**config.mk**
```make
export PLATFORM = sky130hd
export DESIGN_NAME = draw_sprite_mux_flat
export DESIGN_NICKNAME = d
export VERILOG_FILES = /design/src/rtl/draw_sprite_mux_if.sv /design/src/rtl/draw_sprite_mux.sv /design/src/flat_wrapper.sv
export SDC_FILE = /design/constraint.sdc
export NUM_CORES = 1
export LEC_CHECK = 0
export ABC_AREA = 1
export ABC_CLOCK_PERIOD_IN_PS = 12100
export CORE_ASPECT_RATIO = 0.5
export CORE_MARGIN = 1
export CORE_UTILIZATION = 25
export DETAILED_ROUTE_END_ITERATION = 8
export SLEW_MARGIN = 20
export SYNTH_ARGS = -nofsm -noshare
export SYNTH_HDL_FRONTEND = slang
export SYNTH_SLANG_ARGS = --single-unit
```
**constraint.sdc**
```tcl
create_clock -name clk -period 12.1 [get_ports clk]
set_clock_uncertainty 0.15 [all_clocks]
set_input_delay 1.815 -clock clk [delete_from_list [all_inputs] [get_ports clk]]
set_output_delay 1.815 -clock clk [all_outputs]
set_load 0.02 [all_outputs]
```
**src/rtl/draw_sprite_mux_if.sv**
```systemverilog
// VGA pixel stream bundle: timing counters, sync/blank strobes and 12-bit colour.
// The master drives the stream, the slave consumes it.
interface draw_sprite_mux_if;
    logic [11:0] vcount;
    logic        vsync;
    logic        vblnk;
    logic [11:0] hcount;
    logic        hsync;
    logic        hblnk;
    logic [11:0] rgb;

    modport master (output vcount, vsync, vblnk, hcount, hsync, hblnk, rgb);
    modport slave  (input  vcount, vsync, vblnk, hcount, hsync, hblnk, rgb);
endinterface

```
**src/rtl/draw_sprite_mux.sv**
```systemverilog
// Multi-sprite compositor: overlays N_SPR ROM-backed sprites onto a VGA stream with fixed
// index priority and colour-key transparency. Latency is ROM_LAT+2 clocks.
module draw_sprite_mux #(
    parameter int unsigned N_SPR   = 4,
    parameter int unsigned SPR_W   = 48,
    parameter int unsigned SPR_H   = 64,
    parameter int unsigned ADDR_W  = 12,
    parameter int unsigned ROM_LAT = 1,
    parameter logic [11:0] KEY_RGB = 12'hF0F
) (
    input  logic                         clk,
    input  logic                         rst,
    draw_sprite_mux_if.slave             in,
    draw_sprite_mux_if.master            out,
    input  logic [N_SPR-1:0][11:0]       spr_xpos,
    input  logic [N_SPR-1:0][11:0]       spr_ypos,
    input  logic [N_SPR-1:0]             spr_en,
    output logic [N_SPR-1:0][ADDR_W-1:0] pixel_addr,
    input  logic [N_SPR-1:0][11:0]       rgb_pixel
);

    if (SPR_W * SPR_H > 2 ** ADDR_W) begin : g_chk_addr
        $error("draw_sprite_mux: SPR_W*SPR_H does not fit in ADDR_W address bits");
    end
    if (N_SPR < 1 || N_SPR > 8) begin : g_chk_nspr
        $error("draw_sprite_mux: N_SPR must be 1..8");
    end
    if (ROM_LAT > 3) begin : g_chk_lat
        $error("draw_sprite_mux: ROM_LAT must be 0..3");
    end

    typedef struct packed {
        logic [11:0] vcount;
        logic        vsync;
        logic        vblnk;
        logic [11:0] hcount;
        logic        hsync;
        logic        hblnk;
        logic [11:0] rgb;
    } pix_t;

    // 13-bit compare so a sprite near 4095 cannot wrap onto low coordinates.
    function automatic logic in_range(input logic [11:0] v, input logic [11:0] lo,
                                      input int unsigned size);
        logic [12:0] v13, lo13, hi13;
        v13  = {1'b0, v};
        lo13 = {1'b0, lo};
        hi13 = lo13 + 13'(size - 1);
        return (v13 >= lo13) && (v13 <= hi13);
    endfunction

    function automatic logic [ADDR_W-1:0] lin_addr(input logic [11:0] dy, input logic [11:0] dx);
        logic [31:0] lin;
        lin = 32'(dy) * SPR_W + 32'(dx);
        return lin[ADDR_W-1:0];
    endfunction

    // Frame-start shadow registers
    logic                   vsync_d;
    logic [N_SPR-1:0][11:0] xs_q, ys_q;
    logic [N_SPR-1:0]       en_s_q;

    always_ff @(posedge clk or posedge rst) begin
        if (rst) begin
            vsync_d <= 1'b0;
            xs_q    <= '0;
            ys_q    <= '0;
            en_s_q  <= '0;
        end else begin
            vsync_d <= in.vsync;
            if (in.vsync && !vsync_d) begin
                xs_q   <= spr_xpos;
                ys_q   <= spr_ypos;
                en_s_q <= spr_en;
            end
        end
    end

    // Stage 1: hit test and ROM address
    logic [N_SPR-1:0]             hit;
    logic [N_SPR-1:0][ADDR_W-1:0] addr_d;
    logic [N_SPR-1:0][ADDR_W-1:0] addr_q;
    logic [N_SPR-1:0]             hit1_q;

    always_comb begin
        hit    = '0;
        addr_d = '0;
        for (int i = 0; i < int'(N_SPR); i++) begin
            hit[i] = en_s_q[i] && !in.hblnk && !in.vblnk &&
                     in_range(in.hcount, xs_q[i], SPR_W) &&
                     in_range(in.vcount, ys_q[i], SPR_H);
            if (hit[i]) begin
                addr_d[i] = lin_addr(in.vcount - ys_q[i], in.hcount - xs_q[i]);
            end
        end
    end

    always_ff @(posedge clk or posedge rst) begin
        if (rst) begin
            addr_q <= '0;
            hit1_q <= '0;
        end else begin
            addr_q <= addr_d;
            hit1_q <= hit;
        end
    end

    assign pixel_addr = addr_q;

    // Align hit flags with ROM data
    logic [N_SPR-1:0] hit_r;

    if (ROM_LAT == 0) begin : g_no_lat
        assign hit_r = hit1_q;
    end else begin : g_lat
        logic [N_SPR-1:0] hit_pipe_q [ROM_LAT];

        always_ff @(posedge clk or posedge rst) begin
            if (rst) begin
                hit_pipe_q <= '{default: '0};
            end else begin
                hit_pipe_q[0] <= hit1_q;
                for (int unsigned k = 1; k < ROM_LAT; k++) begin
                    hit_pipe_q[k] <= hit_pipe_q[k-1];
                end
            end
        end

        assign hit_r = hit_pipe_q[ROM_LAT-1];
    end

    // Pass-through delay line; the final stage is the compose register
    pix_t in_pix;
    pix_t dly_q [ROM_LAT+1];
    pix_t comp;
    pix_t out_q;

    assign in_pix = '{vcount: in.vcount, vsync: in.vsync, vblnk: in.vblnk,
                      hcount: in.hcount, hsync: in.hsync, hblnk: in.hblnk, rgb: in.rgb};

    always_ff @(posedge clk or posedge rst) begin
        if (rst) begin
            dly_q <= '{default: '0};
        end else begin
            dly_q[0] <= in_pix;
            for (int unsigned k = 1; k <= ROM_LAT; k++) begin
                dly_q[k] <= dly_q[k-1];
            end
        end
    end

    // Walk from highest to lowest index so the lowest visible sprite wins.
    always_comb begin
        comp = dly_q[ROM_LAT];
        for (int i = int'(N_SPR) - 1; i >= 0; i--) begin
            if (hit_r[i] && (rgb_pixel[i] != KEY_RGB)) begin
                comp.rgb = rgb_pixel[i];
            end
        end
    end

    always_ff @(posedge clk or posedge rst) begin
        if (rst) begin
            out_q <= '0;
        end else begin
            out_q <= comp;
        end
    end

    assign out.vcount = out_q.vcount;
    assign out.vsync  = out_q.vsync;
    assign out.vblnk  = out_q.vblnk;
    assign out.hcount = out_q.hcount;
    assign out.hsync  = out_q.hsync;
    assign out.hblnk  = out_q.hblnk;
    assign out.rgb    = out_q.rgb;

endmodule

```
**src/flat_wrapper.sv**
```systemverilog
// flat-port wrapper written by rule: the top's interface ports become plain ports
module draw_sprite_mux_flat 
#(
    parameter int unsigned N_SPR   = 4,
    parameter int unsigned SPR_W   = 48,
    parameter int unsigned SPR_H   = 64,
    parameter int unsigned ADDR_W  = 12,
    parameter int unsigned ROM_LAT = 1,
    parameter logic [11:0] KEY_RGB = 12'hF0F
)
  (clk, rst, spr_xpos, spr_ypos, spr_en, pixel_addr, rgb_pixel, in_vcount, in_vsync, in_vblnk, in_hcount, in_hsync, in_hblnk, in_rgb, out_vcount, out_vsync, out_vblnk, out_hcount, out_hsync, out_hblnk, out_rgb);
  draw_sprite_mux_if in_i ();
  draw_sprite_mux_if out_i ();
  input  logic clk;
  input  logic rst;
  input  logic [N_SPR-1:0][11:0] spr_xpos;
  input  logic [N_SPR-1:0][11:0] spr_ypos;
  input  logic [N_SPR-1:0] spr_en;
  output logic [N_SPR-1:0][ADDR_W-1:0] pixel_addr;
  input  logic [N_SPR-1:0][11:0] rgb_pixel;
  input wire logic [$bits(in_i.vcount)-1:0] in_vcount;
  input wire logic [$bits(in_i.vsync)-1:0] in_vsync;
  input wire logic [$bits(in_i.vblnk)-1:0] in_vblnk;
  input wire logic [$bits(in_i.hcount)-1:0] in_hcount;
  input wire logic [$bits(in_i.hsync)-1:0] in_hsync;
  input wire logic [$bits(in_i.hblnk)-1:0] in_hblnk;
  input wire logic [$bits(in_i.rgb)-1:0] in_rgb;
  output wire logic [$bits(out_i.vcount)-1:0] out_vcount;
  output wire logic [$bits(out_i.vsync)-1:0] out_vsync;
  output wire logic [$bits(out_i.vblnk)-1:0] out_vblnk;
  output wire logic [$bits(out_i.hcount)-1:0] out_hcount;
  output wire logic [$bits(out_i.hsync)-1:0] out_hsync;
  output wire logic [$bits(out_i.hblnk)-1:0] out_hblnk;
  output wire logic [$bits(out_i.rgb)-1:0] out_rgb;
  assign in_i.vcount = in_vcount;
  assign in_i.vsync = in_vsync;
  assign in_i.vblnk = in_vblnk;
  assign in_i.hcount = in_hcount;
  assign in_i.hsync = in_hsync;
  assign in_i.hblnk = in_hblnk;
  assign in_i.rgb = in_rgb;
  assign out_vcount = out_i.vcount;
  assign out_vsync = out_i.vsync;
  assign out_vblnk = out_i.vblnk;
  assign out_hcount = out_i.hcount;
  assign out_hsync = out_i.hsync;
  assign out_hblnk = out_i.hblnk;
  assign out_rgb = out_i.rgb;
  draw_sprite_mux #(.N_SPR(N_SPR), .SPR_W(SPR_W), .SPR_H(SPR_H), .ADDR_W(ADDR_W), .ROM_LAT(ROM_LAT), .KEY_RGB(KEY_RGB)) u_core (.clk(clk), .rst(rst), .in(in_i), .out(out_i), .spr_xpos(spr_xpos), .spr_ypos(spr_ypos), .spr_en(spr_en), .pixel_addr(pixel_addr), .rgb_pixel(rgb_pixel));
endmodule
```
# After elaboration in Yosys (flattened, before gate mapping)
# Cells that the tools add are included.
# Widths: inputs -> output; s select.
# totals
word_cells	120
ff_bits	276
out_inout_bits	88
in_bits	190
# op_classes
n_addsub	20
n_eq_ne	4
n_lt_le_gt_ge	16
mux	8
mul	4
reduce_logical	32
# op_table
op	n
$add 12x6->13 const B	8
$le 12x13->1	8
$ge 12x12->1	8
$mux 12	8
$sub 12x12->12	8
$add 12x12->12	4
$mul 12x2->8 const B	4
$ne 12x12->1 const B	4
$logic_and 1x1->1	29
$logic_not 1->1	3

# Longest topological paths before layout
# depth
depth_word	6
depth_mapped	26
ltp_nobuf	26

# Worst setup path before layout
# Ideal clock, no wire load.
# synth_path
path_kind	input to register
startpoint	in in_vcount[0]
endpoint	reg u_core.addr_q (netlist bit u_core.pixel_addr[22])
setup_time_ps	115
stages	23
path_slack_ps	6427
required_time_ps	11835
n_path_buf	0
arrival_ps	5409
cell_sequence	inv_1 -> ha_1 -> inv_1 -> fa_1 -> nand2_1 -> nand2_1 -> and2_1 -> xor2_1 -> ha_1 -> inv_1 -> o21ai_0 -> a31oi_1 -> xor2_1 -> inv_1 -> fa_1 -> ha_1 -> inv_1 -> o21ai_0 -> a31oi_1 -> nand3_1 -> or2_2 -> nand4_1 -> nor2_1
# synth_lines
item	line	rtl
start, declared	flat_wrapper.sv:21	input wire logic [$bits(in_i.vcount)-1:0] in_vcount;
end signal, assigned	draw_sprite_mux.sv:103	addr_q <= addr_d;
end, declared	draw_sprite_mux.sv:82	logic [N_SPR-1:0][ADDR_W-1:0] addr_q;

==> metrics list <==
- The startpoint identified for the worst register-to-register timing path is u_core.ys_q[38].
- Synthesis Warnings: 0
- Once the clock tree was built, the setup fixing pass inserted 0 buffers.
* Total design power: 4340 uW
* Clock latency of the later-clocked register in the worst-skew pair: 0.60 ns
- First-pass detailed-route iteration total: 5
* Type of the most critical hold path: flip-flop to flip-flop
* Total of endpoints with negative setup slack in the final report: 0
- Type of the setup path with the least slack: input port to flip-flop
- In this run the number of H-tree levels came out at 1.
* Placed wire-length estimate: 47000 um
* Distinct cell type count of the synthesized netlist: 43
- After layout, the minimum clock period comes to 6.03 ns.
- In the global route stage, met3 resource usage came out at 1.61%.
- The via count of the first global-routing pass was 17000.
- Post-synthesis instance total: 2393
* DRC violation count after routing: 0
- The most numerous cell type found on the critical path is sky130_fd_sc_hd__inv_1.
- For this design the static power due to leakage is 0.0123 uW.
* First-pass GRT wire length: 92800 um
- Clock-pin slew was measured on the worst setup and hold paths at 0.07 ns.
- Largest net degree at the start of global routing: 143
- Leading cell type in the layout, fill and taps excluded: sky130_fd_sc_hd__nand2_1
- The floorplan step defined a core boundary enclosing 77800 um^2.
- The critical path ends at u_core.pixel_addr[22].
- The worst setup path is launched from an input port.
- The total overflow left after global routing is 0.
- Ratio of cells with drive above 1 in the final layout: 4.40%
- CP Buf/Inv Count: 6
* Ratio of final minimum period to clock period: 49.8%
* Post-route setup TNS: 0 ns
- Overall track demand over capacity in global routing: 14.7%
- The final route contains 16800 vias.
- Setup repair after global routing left no endpoint under its margin.
- The worst pin sits at a relative slew slack of 37.4%.
- Detail Route Antenna Nets: 0
* Num Clock Sinks: 276
- Average size of a mapped cell: 8.28 um^2
- The initial utilization of the core area, before any placement, comes to 25.4%.
- Using the TritonRoute via totals, the vias-per-cell ratio works out to 4.49.
- The hold violation count in the final report came to 0.
* Biggest fanout along the worst timing path: 8
- Worst R2R End: u_core.pixel_addr[47]
- Cells on worst reg2reg path: 23
- Synthesis inferred 276 register bits.
- Broken down by cell family, the worst path's largest delay share belongs to adder cells.
- GR met2 Demand/Resource: 26.2%
- The tool flagged a number of max-cap violations equal to 0.
- The layer flagged by global routing as most heavily used is met2.
- Based on the critical path, the design can be clocked at up to 0.166 GHz.
- In this run, CTS created clock tree buffers numbering 31.
- Count of nets after finishing: 3187
- Dividing total power by cell area gives a power density of 174 nW/um^2.
* Horizontal extent of the die: 400 um
- Met1 usage: 18.0%
* Quantity of gates resized following cts: 0
- Area growth from synthesis to layout: 25.6%
- At the worst endpoint, the arrival time is 6.36 ns.
- The congestion estimate from routability-driven global placement came to 0.877.
- Starting DRC count in detailed routing: 782
- For this block, the routed nets add up to 59200 um of wire.
- The die covers 80400 um^2.
- At the pin with the least slew margin, the transition time is 0.939 ns.
- Avg WL per Cell: 15.8 um
- Outcome: complete, no violations
- The max-slew violation count is 0.
* Number of top-level pins: 278
- Number of antenna violations at the first check in global routing: 6
* Number of core rows: 72
- The longest clock path from root to sink contains 3 buffers.
* Root buf cell: sky130_fd_sc_hd__clkbuf_16
* Worst vdd ir: 89.3 uV
- Nets in the synthesized netlist: 2895
- Overall die height: 201 um
* Crit path largest cell delay: 0.44 ns
- Slowest cell on the critical path: sky130_fd_sc_hd__fa_1
* CP startpoint: in_vcount[0]
- Port buffering added 277 buffers.
- Crit end category: flip-flop
- Cts-stage hold buffer count: 0
* TritonCTS clock tree: yes
* Commonest cells after routing, fill and taps aside: 387 x sky130_fd_sc_hd__nand2_1, 331 x sky130_fd_sc_hd__inv_1, 277 x sky130_fd_sc_hd__clkdlybuf4s50_1
* Cell area after synthesis: 19800 um^2
- CP required: 12.44 ns
- The signal on the critical path passes through clkdlybuf4s50_1 -> inv_1 -> ha_1 -> inv_1 -> fa_1 -> nand2_1 -> nand2_1 -> and2_1 -> xor2_1 -> ha_1 -> inv_1 -> o21ai_0 -> a31oi_1 -> xor2_1 -> inv_1 -> fa_1 -> ha_1 -> inv_1 -> o21ai_0 -> a31oi_1 -> nand3_1 -> or2_2 -> nand4_1 -> nor2_1.
* Setup slack of the worst register-to-register path: 7.74 ns
* Stages on worst setup path: 24
- Register area share after synthesis: 34.9%
==> metal layers <==
layer	up-vias	share of wire, %
met5	-	0
met3	105	3.1
li1	8428	-
met1	7992	43
met4	0	3.9
met2	293	50
==> worst min path at each step <==
stage / from / endpoint / cells after the start
floorplan: u_core.dly_q[52] / u_core.comp[12] / 0
global placement: u_core.comp[35] / u_core.out.vcount[7] / 0
detailed placement: u_core.dly_q[52] / u_core.comp[12] / 0
CTS: u_core.hit1_q[1] / u_core.g_lat.hit_pipe_q[1] / 0
global route: u_core.dly_q[69] / u_core.comp[29] / 0
finish: u_core.dly_q[43] / u_core.dly_q[3] / 0
==> Yosys cell counts, drive strengths merged <==
cell,count,share of area (%)
nor4,8,0.25
nand2,395,7.6
nand3b,17,0.71
o31ai,2,0.076
nor3,30,0.86
clkinv,2,0.038
nor2,288,5.7
a21o,6,0.23
xor2,96,4.2
buf,10,0.37
o221ai,6,0.27
o21bai,4,0.15
a211oi,7,0.27
a21oi,240,6.1
xnor2,42,1.9
nand4,59,1.9
inv,337,6.4
o21ai,48,1.2
a31oi,5,0.16
or2,9,0.28
or3,1,0.032
fa,44,4.4
o211ai,1,0.038
dfrtp,276,35
o21a,11,0.42
a21boi,2,0.076
clkbuf,24,0.46
and2,4,0.13
nand3,150,4.0
ha,268,17
o31a,1,0.044
==> sequential cells by signal, summed over array words and instances (netlist names), 4 cells and up <==
| name | cells |
|---|---|
| u_core.ys_q | 48 |
| u_core.hit1_q | 4 |
| u_core.pixel_addr | 48 |
| u_core.g_lat.hit_pipe_q | 4 |
| u_core.out.vcount | 12 |
| u_core.xs_q | 48 |
| u_core.dly_q | 51 |
| u_core.out.hcount | 12 |
| u_core.comp | 28 |
| u_core.out.rgb | 12 |
| u_core.en_s_q | 4 |
==> area by class of cell <==
cell class              instances  area, um^2
diodes                          5        12.5
clock buffers                  34         807
clock inverters                20         199
fillers                      8138       53000
inverters                     339        1280
multi-input cells            1744       11500
flip-flops and latches        276        6910
well taps                    1036        1300
repair buffers                293        2890
==> stage by stage <==
step	cell area, um^2	cells	util, %	hold slack [ns]	setup WS [ns]
floorplan	19800	2393	-	0.181	2.53
global placement	23800	3688	30.6	0.182	5.54
detailed placement	23800	3688	30.6	0.185	5.39
CTS	24900	3742	31.9	0.198	6.04
global route	24900	3746	31.9	0.201	5.65
finish	24900	3747	31.9	0.196	6.07
==> where the power goes <==
group / total [uW] / leakage (uW) / switching, uW / internal [uW]
sequential: 1030 / 0.00327 / 43.0 / 992
clock: 953 / 0.000477 / 426 / 527
combinational: 2350 / 0.00854 / 1400 / 953
total: 4340 / 0.0123 / 1870 / 2470
==> logic make-up after synthesis <==
| group | after synthesis | share of synthesized area (%) |
|---|---|---|
| AND/OR/NAND/NOR | 961 | 21.4 |
| buffers and inverters | 373 | 7.25 |
| AO/OA/AOI/OAI | 333 | 9.03 |
| adder cells (fa/ha/maj) | 312 | 21.4 |
| flip-flops | 276 | 34.9 |
| XOR/XNOR | 138 | 6.10 |
(Power assumes the default switching activity.)
